**config.mk**
```make
export PLATFORM = sky130hd
export DESIGN_NAME = slot_game_ctrl
export DESIGN_NICKNAME = d
export VERILOG_FILES = /design/src/rtl/slot_game_ctrl.sv
export SDC_FILE = /design/constraint.sdc
export NUM_CORES = 1
export LEC_CHECK = 0
export ABC_AREA = 1
export ABC_CLOCK_PERIOD_IN_PS = 5100
export CORE_UTILIZATION = 31
export CTS_BUF_LIST = sky130_fd_sc_hd__clkbuf_8
export DETAILED_ROUTE_END_ITERATION = 10
export PLACE_DENSITY = 0.62
export SETUP_SLACK_MARGIN = 0.3
export SLEW_MARGIN = 20
export SYNTH_ARGS = -nofsm -noshare
export SYNTH_HDL_FRONTEND = slang
export SYNTH_SLANG_ARGS = --single-unit
```
**constraint.sdc**
```tcl
create_clock -name CLK -period 5.1 [get_ports CLK]
set_clock_uncertainty 0.05 [all_clocks]
set_input_delay 0.51 -clock CLK [delete_from_list [all_inputs] [get_ports CLK]]
set_output_delay 0.51 -clock CLK [all_outputs]
set_load 0.1 [all_outputs]
```
**src/rtl/slot_game_ctrl.sv**
```systemverilog
// Slot machine game controller: coin credit, reel start/stop sequencing and
// payout scoring. Sits between debounced front-panel buttons and the reel
// counters; every output is registered for the display muxes.
//
// Input event semantics: COIN_IN, START and STOP_BTN are levels. An event is a
// rising edge seen against the registered previous level. The previous levels
// reset to ones, so a button held through reset never produces an event.
// There is no back-pressure: every event is consumed in the cycle it appears,
// or dropped if the current state ignores it.
module slot_game_ctrl #(
    parameter int NUM_REELS  = 3,
    parameter int SYM_W      = 4,
    parameter int CREDIT_W   = 7,
    parameter int CREDIT_MAX = 99,
    parameter int BET        = 1,
    parameter int PAY_PAIR   = 5,
    parameter int PAY_ALL    = 10
) (
    input  logic                       CLK,
    input  logic                       RST,
    input  logic                       COIN_IN,
    input  logic                       START,
    input  logic [NUM_REELS-1:0]       STOP_BTN,
    input  logic [NUM_REELS*SYM_W-1:0] REEL_VAL,
    output logic [NUM_REELS-1:0]       REEL_RUN,
    output logic [CREDIT_W-1:0]        CREDIT,
    output logic [2:0]                 STATE,
    output logic [3:0]                 MATCH,
    output logic [CREDIT_W-1:0]        PAYOUT,
    output logic                       WIN
);

    // Two guard bits so credit + coin + payout never wraps before saturation.
    localparam int SUM_W = CREDIT_W + 2;

    typedef enum logic [2:0] {
        ST_IDLE   = 3'd0,
        ST_CREDIT = 3'd1,
        ST_SPIN   = 3'd2,
        ST_EVAL   = 3'd3,
        ST_PAY    = 3'd4
    } state_t;

    state_t                state_q, state_d;
    logic [CREDIT_W-1:0]   credit_q, credit_d;
    logic [NUM_REELS-1:0]  run_q, run_d;
    logic [3:0]            match_q, match_d;
    logic [CREDIT_W-1:0]   payout_q, payout_d;
    logic                  win_q, win_d;

    logic                  coin_prev, start_prev;
    logic [NUM_REELS-1:0]  stop_prev;
    logic                  coin_edge, start_edge;
    logic [NUM_REELS-1:0]  stop_edge;

    logic                  start_ok;
    logic [CREDIT_W-1:0]   pay_add;
    logic [SUM_W-1:0]      bet_sub;
    logic [SUM_W-1:0]      credit_sum;
    logic [CREDIT_W-1:0]   credit_sat;

    logic [3:0]            eval_cnt;
    logic [3:0]            eval_match;
    logic [CREDIT_W-1:0]   eval_payout;

    assign coin_edge  = COIN_IN & ~coin_prev;
    assign start_edge = START & ~start_prev;
    assign stop_edge  = STOP_BTN & ~stop_prev;

    // Previous button levels for rising-edge detection.
    always_ff @(posedge CLK or posedge RST) begin
        if (RST) begin
            coin_prev  <= 1'b1;
            start_prev <= 1'b1;
            stop_prev  <= '1;
        end else begin
            coin_prev  <= COIN_IN;
            start_prev <= START;
            stop_prev  <= STOP_BTN;
        end
    end

    // Credit update: every delta of this cycle summed once, then saturated.
    always_comb begin
        start_ok   = (state_q == ST_CREDIT) && start_edge && (credit_q >= CREDIT_W'(BET));
        pay_add    = (state_q == ST_PAY) ? payout_q : '0;
        bet_sub    = start_ok ? SUM_W'(BET) : '0;
        credit_sum = {2'b00, credit_q} + {{(SUM_W-1){1'b0}}, coin_edge}
                     + {2'b00, pay_add} - bet_sub;
        credit_sat = (credit_sum > SUM_W'(CREDIT_MAX)) ? CREDIT_W'(CREDIT_MAX)
                                                       : credit_sum[CREDIT_W-1:0];
    end

    // Largest equal-symbol group among the stopped reels.
    always_comb begin
        eval_match = '0;
        eval_cnt   = '0;
        for (int i = 0; i < NUM_REELS; i++) begin
            eval_cnt = '0;
            for (int j = 0; j < NUM_REELS; j++) begin
                if (REEL_VAL[i*SYM_W +: SYM_W] == REEL_VAL[j*SYM_W +: SYM_W])
                    eval_cnt = eval_cnt + 4'd1;
            end
            if (eval_cnt > eval_match)
                eval_match = eval_cnt;
        end
    end

    // Payout rule; all-equal wins over pair, so with two reels a pair pays PAY_ALL.
    always_comb begin
        eval_payout = '0;
        if (eval_match == 4'(NUM_REELS))
            eval_payout = CREDIT_W'(PAY_ALL);
        else if (eval_match >= 4'd2)
            eval_payout = CREDIT_W'(PAY_PAIR);
    end

    // Game sequencing: next state and next values of all registered outputs.
    always_comb begin
        state_d  = state_q;
        credit_d = credit_sat;
        run_d    = run_q;
        match_d  = match_q;
        payout_d = payout_q;
        win_d    = 1'b0;
        case (state_q)
            ST_IDLE: begin
                if (coin_edge)
                    state_d = ST_CREDIT;
            end
            ST_CREDIT: begin
                if (start_ok) begin
                    run_d   = '1;
                    state_d = ST_SPIN;
                end
            end
            ST_SPIN: begin
                run_d = run_q & ~stop_edge;
                if (run_d == '0)
                    state_d = ST_EVAL;
            end
            ST_EVAL: begin
                match_d  = eval_match;
                payout_d = eval_payout;
                state_d  = ST_PAY;
            end
            ST_PAY: begin
                win_d   = (payout_q != '0);
                state_d = (credit_sat != '0) ? ST_CREDIT : ST_IDLE;
            end
            default: begin
                state_d = ST_IDLE;
                run_d   = '0;
            end
        endcase
    end

    // State and output registers; reset aborts any game in progress.
    always_ff @(posedge CLK or posedge RST) begin
        if (RST) begin
            state_q  <= ST_IDLE;
            credit_q <= '0;
            run_q    <= '0;
            match_q  <= '0;
            payout_q <= '0;
            win_q    <= 1'b0;
        end else begin
            state_q  <= state_d;
            credit_q <= credit_d;
            run_q    <= run_d;
            match_q  <= match_d;
            payout_q <= payout_d;
            win_q    <= win_d;
        end
    end

    assign STATE    = state_q;
    assign CREDIT   = credit_q;
    assign REEL_RUN = run_q;
    assign MATCH    = match_q;
    assign PAYOUT   = payout_q;
    assign WIN      = win_q;

endmodule

```
After elaboration in Yosys (flattened, before gate mapping) --
Index checks and enable logic that the tools add are counted.
Storage, ports and cells: input port bits 19, logic and storage cells 77, memories 0, bits in read-only memories 0, flip-flop bits (word level) 30, memory bits (writable) 0, bits in latches 0, output and inout bits 25
Cells by class: add/sub/neg operators 8, bitwise operators 9, reductions and logical operators 9, order comparisons 6, $mul 0, shift-type cells 0, div/mod/pow operators 0, muxes and demuxes 22, eq/ne operators 14
Operators with widths (count):
- 4-bit equality test | 6
- 4-bit two-way mux | 6
- 7-bit two-way mux | 3
- 4-bit by 1-bit adder with 4-bit output, second input constant | 5
- 3-bit two-way mux | 5
- 3-bit one-hot mux with 5 select lines | 1
- 7-bit nonzero test | 2
- 8-bit by 7-bit adder with 9-bit output | 1
- 9-bit by 7-bit > comparator with 1-bit output, second input constant | 1
- 3-bit one-hot mux with 3 select lines | 1
- 9-bit by 1-bit subtractor with 9-bit output | 1
- 7-bit by 1-bit adder with 8-bit output | 1
- 4-bit > comparator | 2
- 7-bit by 1-bit greater-or-equal comparator with 1-bit output, second input constant | 1
- 3-bit AND | 2
- 3-bit by 2-bit equality test with 1-bit output, second input constant | 2
- 3-bit logical NOT | 2
- 2-bit != test, second input constant | 3
- 3-bit inverter | 2
- 1-bit two-way mux | 5
- 4-bit by 2-bit equality test with 1-bit output, second input constant | 1
- 4-bit by 2-bit greater-or-equal comparator with 1-bit output, second input constant | 1
- 4-bit by 1-bit > comparator with 1-bit output, second input constant | 1
- 3-bit by 1-bit equality test with 1-bit output, second input constant | 1
- 8 further kinds | 12

Longest topological paths before layout --
word-level depth 13, gate-level depth with buffers 22, gate-level depth less buffers 22

Worst setup path after synthesis --
No wires, ideal clock.
kind register to register, start point register credit_q[6], in the netlist CREDIT[6], end point register state_q[0], in the netlist STATE[0], slack 1.255 ns, stages on the path, launching flop included 22, data arrival time 3.675 ns, buffers on the path 0, setup time 0.120 ns, data required time 4.930 ns, clock period less this slack 3.845 ns, cell sequence dfrtp_1 -> inv_1 -> ha_1 -> o21ai_0 -> nand3_1 -> nand3_1 -> inv_1 -> ha_1 -> fa_1 -> fa_1 -> inv_1 -> nand2_1 -> nand2_1 -> nand3_2 -> nand3_1 -> nand2_2 -> nor2_4 -> nand2_2 -> nor2_2 -> nand2_1 -> nand2_1 -> a21oi_2
On the way: cells in the longest elaborated chain, start to end 9, elaborated cells between the ends (all ways) 13, classes of those cells add/sub (3); order compare (2); eq/ne (1); mux (4); reduce/logical (3)
RTL lines:
- start, declared | line 45 | logic [CREDIT_W-1:0] credit_q, credit_d;
- start signal, assigned | line 169 | credit_q <= credit_d;
- branches (longest 9 deep; another with 8-bit by 7-bit adder with 9-bit output)
- end signal, assigned | line 168 | state_q <= state_d;
- end, declared | line 44 | state_t state_q, state_d;
Parallel ways; which one is timed is not known. A chain may end at the register's enable or synchronous reset.

Worst setup path after layout --
Ends and elaborated chain as after synthesis.

==> flow_summary.toml <==
[placed_design]
dp.final_hpwl_um = 3210
io_buffers = 39
globalplace.congestion = 0.809
placedCellCount = 360

[detailed_routing]
drt_iter0_drc = 39
drt-pass1-iter-count = 4
drc = 0
wl_um = 3820
via_count = 1592
vias_per_cell = 4.37
wl_per_cell_um = 10.5
ant_nets = 0

[outcome]
status = "finished clean"

[sta]
rsz0062_at_grt = "false"
tns_ns = 0
worst_pin_slew_ns = 0.984
min_period_ns = 3.41
setup_viol = 0
fmax_ghz = 0.294
slew_headroom = 0.342
period_share = 0.668
hold_viol = 0
slew_violations = 0

[critical_path]
worstPathRequired_ns = 5.21
worstSetupStartpointType = "register"
crit_type = "reg -> reg"
r2r_cells = 21
endpoint_kind = "register"
critPathMaxFanout = 5
arrival_ns = 3.51

[yosys]
yosysTopAreaCellShare = 0.248
syn_area_sq_um = 1920
synth-seq-area-share = 0.317
avgSynthCellArea_sq_um = 7.70
ys_types = 33
synth_largest_area_cell = "dfrtp_1"
syn_inst = 249
yosys-top-cells-area = "dfrtp_1 25%, ha_1 13%, nand2_1 10%, inv_1 8.8%, dfstp_2 6.9%"
ys_seq_elements = 24
ys_top_cells_by_count = "53 x nand2_1, 45 x inv_1, 20 x ha_1"
yosysMostFrequentCell = "nand2_1"
synth_edf_count = 0
yosys_warnings = 0
synthArstFlopShare = 1.00
ys.flop_type = "dfrtp_1"

[cells_and_area]
regArea_sq_um = 607
fill_cells = 620
layout.cells.non_filler = 364
n_antenna_cell = 0
fin_util = 0.409
multi_input_area_sq_um = 1090
area_growth_pct = 27.2
drive_above_1_share = 0.107
nNetsFinal = 331

[worst_hold_path]
holdPathStages = 2
hold_path_class = "reg -> reg"

[floorplanning]
initial_core_util = 0.322
rows = 28
io_pins = 44
die_area_sq_um = 6500
dieWidth_um = 80.6
core-area_sq_um = 5960
die_y_um = 80.6

[global_route]
antenna_found_initial = 0
grt_overflow = 0
grt_pass1_vias = 1514
grt_pass1_wl_um = 6500
grt_max_degree = 25
grtUsageTotal = 0.129

[clocking]
postCtsSetupRepairBufs = 0
cts.clk_slew.worst_paths_ns = 0.09
numCtsBuffers = 3
cts_resized = 0
ctsHoldBuffers = 0
cts_max_level = 1
worstSkewPairLatency_ns = 0.27
cts_tree = "done"
cts_sinks = 24
clock_path_buffers = 2
clockRootBuffer = "clkbuf_8"

[job]
drv_cap = 0
==> worst max-delay path, cell delays in order, from the launching register on <==
cell,delay [ns]
dfrtp_1,0.43
inv_1,0.11
ha_1,0.21
o21ai_0,0.07
nand3_1,0.11
nand3_1,0.14
inv_1,0.06
ha_1,0.30
fa_1,0.40
fa_1,0.42
inv_1,0.09
nand2_1,0.05
nand2_1,0.08
nand3_2,0.09
nand3_1,0.10
nand2_2,0.07
nor2_4,0.15
nand2_2,0.10
nor2_2,0.10
nand2_1,0.06
nand2_1,0.07
a21oi_2,0.05
==> flip-flops by register name, summed over array words and instances (netlist names) <==
register and cells:
CREDIT 7, MATCH 3, PAYOUT 2, REEL_RUN 3, STATE 3, WIN 1
coin_prev 1, start_prev 1, stop_prev 3
==> routing by layer <==
layer,global-route usage,share of wire,wire (um),vias up
li1,-,-,-,850
met1,0.162,0.49,1870,699
met2,0.225,0.45,1730,39
met3,0.0239,0.052,199,4
met4,0.0321,0.0071,27,0
met5,0,0,0,-
==> worst paths after layout <==
kind	slack (ns)	endpoint	from
max in group asynchronous	3.78	WIN	RST
min	0.45	MATCH[1]	MATCH[1]
min reg2reg	0.45	MATCH[1]	MATCH[1]
max reg2reg	1.69	STATE[0]	CREDIT[6]
min in group asynchronous	0.68	STATE[1]	RST
max	1.69	STATE[0]	CREDIT[6]
==> cell families after synthesis <==
logic type / count (synthesis) / share of synthesized area
xor gates and xnor gates: 11 / 0.0503
muxes: 1 / 0.00522
other: 1 / 0.00196
AOI/OAI and AO/OA: 18 / 0.0574
adders and majority gates: 22 / 0.151
DFF: 24 / 0.317
buffers and inverters: 55 / 0.119
and+or+nand+nor: 117 / 0.298
==> cell type report <==
class                           count  share of cell area
Sequential cell                    24               0.249
Tap cell                           75              0.0385
Multi-Input combinational cell    173               0.448
Inverter                           49              0.0754
Clock buffer                        3              0.0169
Timing Repair Buffer               39               0.160
Clock inverter                      1              0.0123
==> per-stage QoR <==
stage / setup slack (ns) / hold slack, ns / cell area [sq um]
finish: 1.69 / 0.452 / 2440
global route: 1.35 / 0.491 / 2440
CTS: 1.70 / 0.457 / 2440
detailed placement: 1.56 / 0.434 / 2370
global placement: 1.61 / 0.425 / 2370
floorplan: 1.25 / 0.464 / 1930
==> placed cells by master, fill, tap and decap left out, types with 9 or more instances in the layout <==
| master | count |
|---|---|
| nand2_1 | 53 |
| inv_1 | 45 |
| clkdlybuf4s50_1 | 39 |
| ha_1 | 20 |
| dfrtp_1 | 19 |
| nor2_1 | 18 |
| nand3_1 | 16 |
| o21ai_0 | 9 |
| xnor2_1 | 9 |
Power is not shown: default switching activity piles up to over one toggle a cycle in this logic, so the estimate is an artifact.
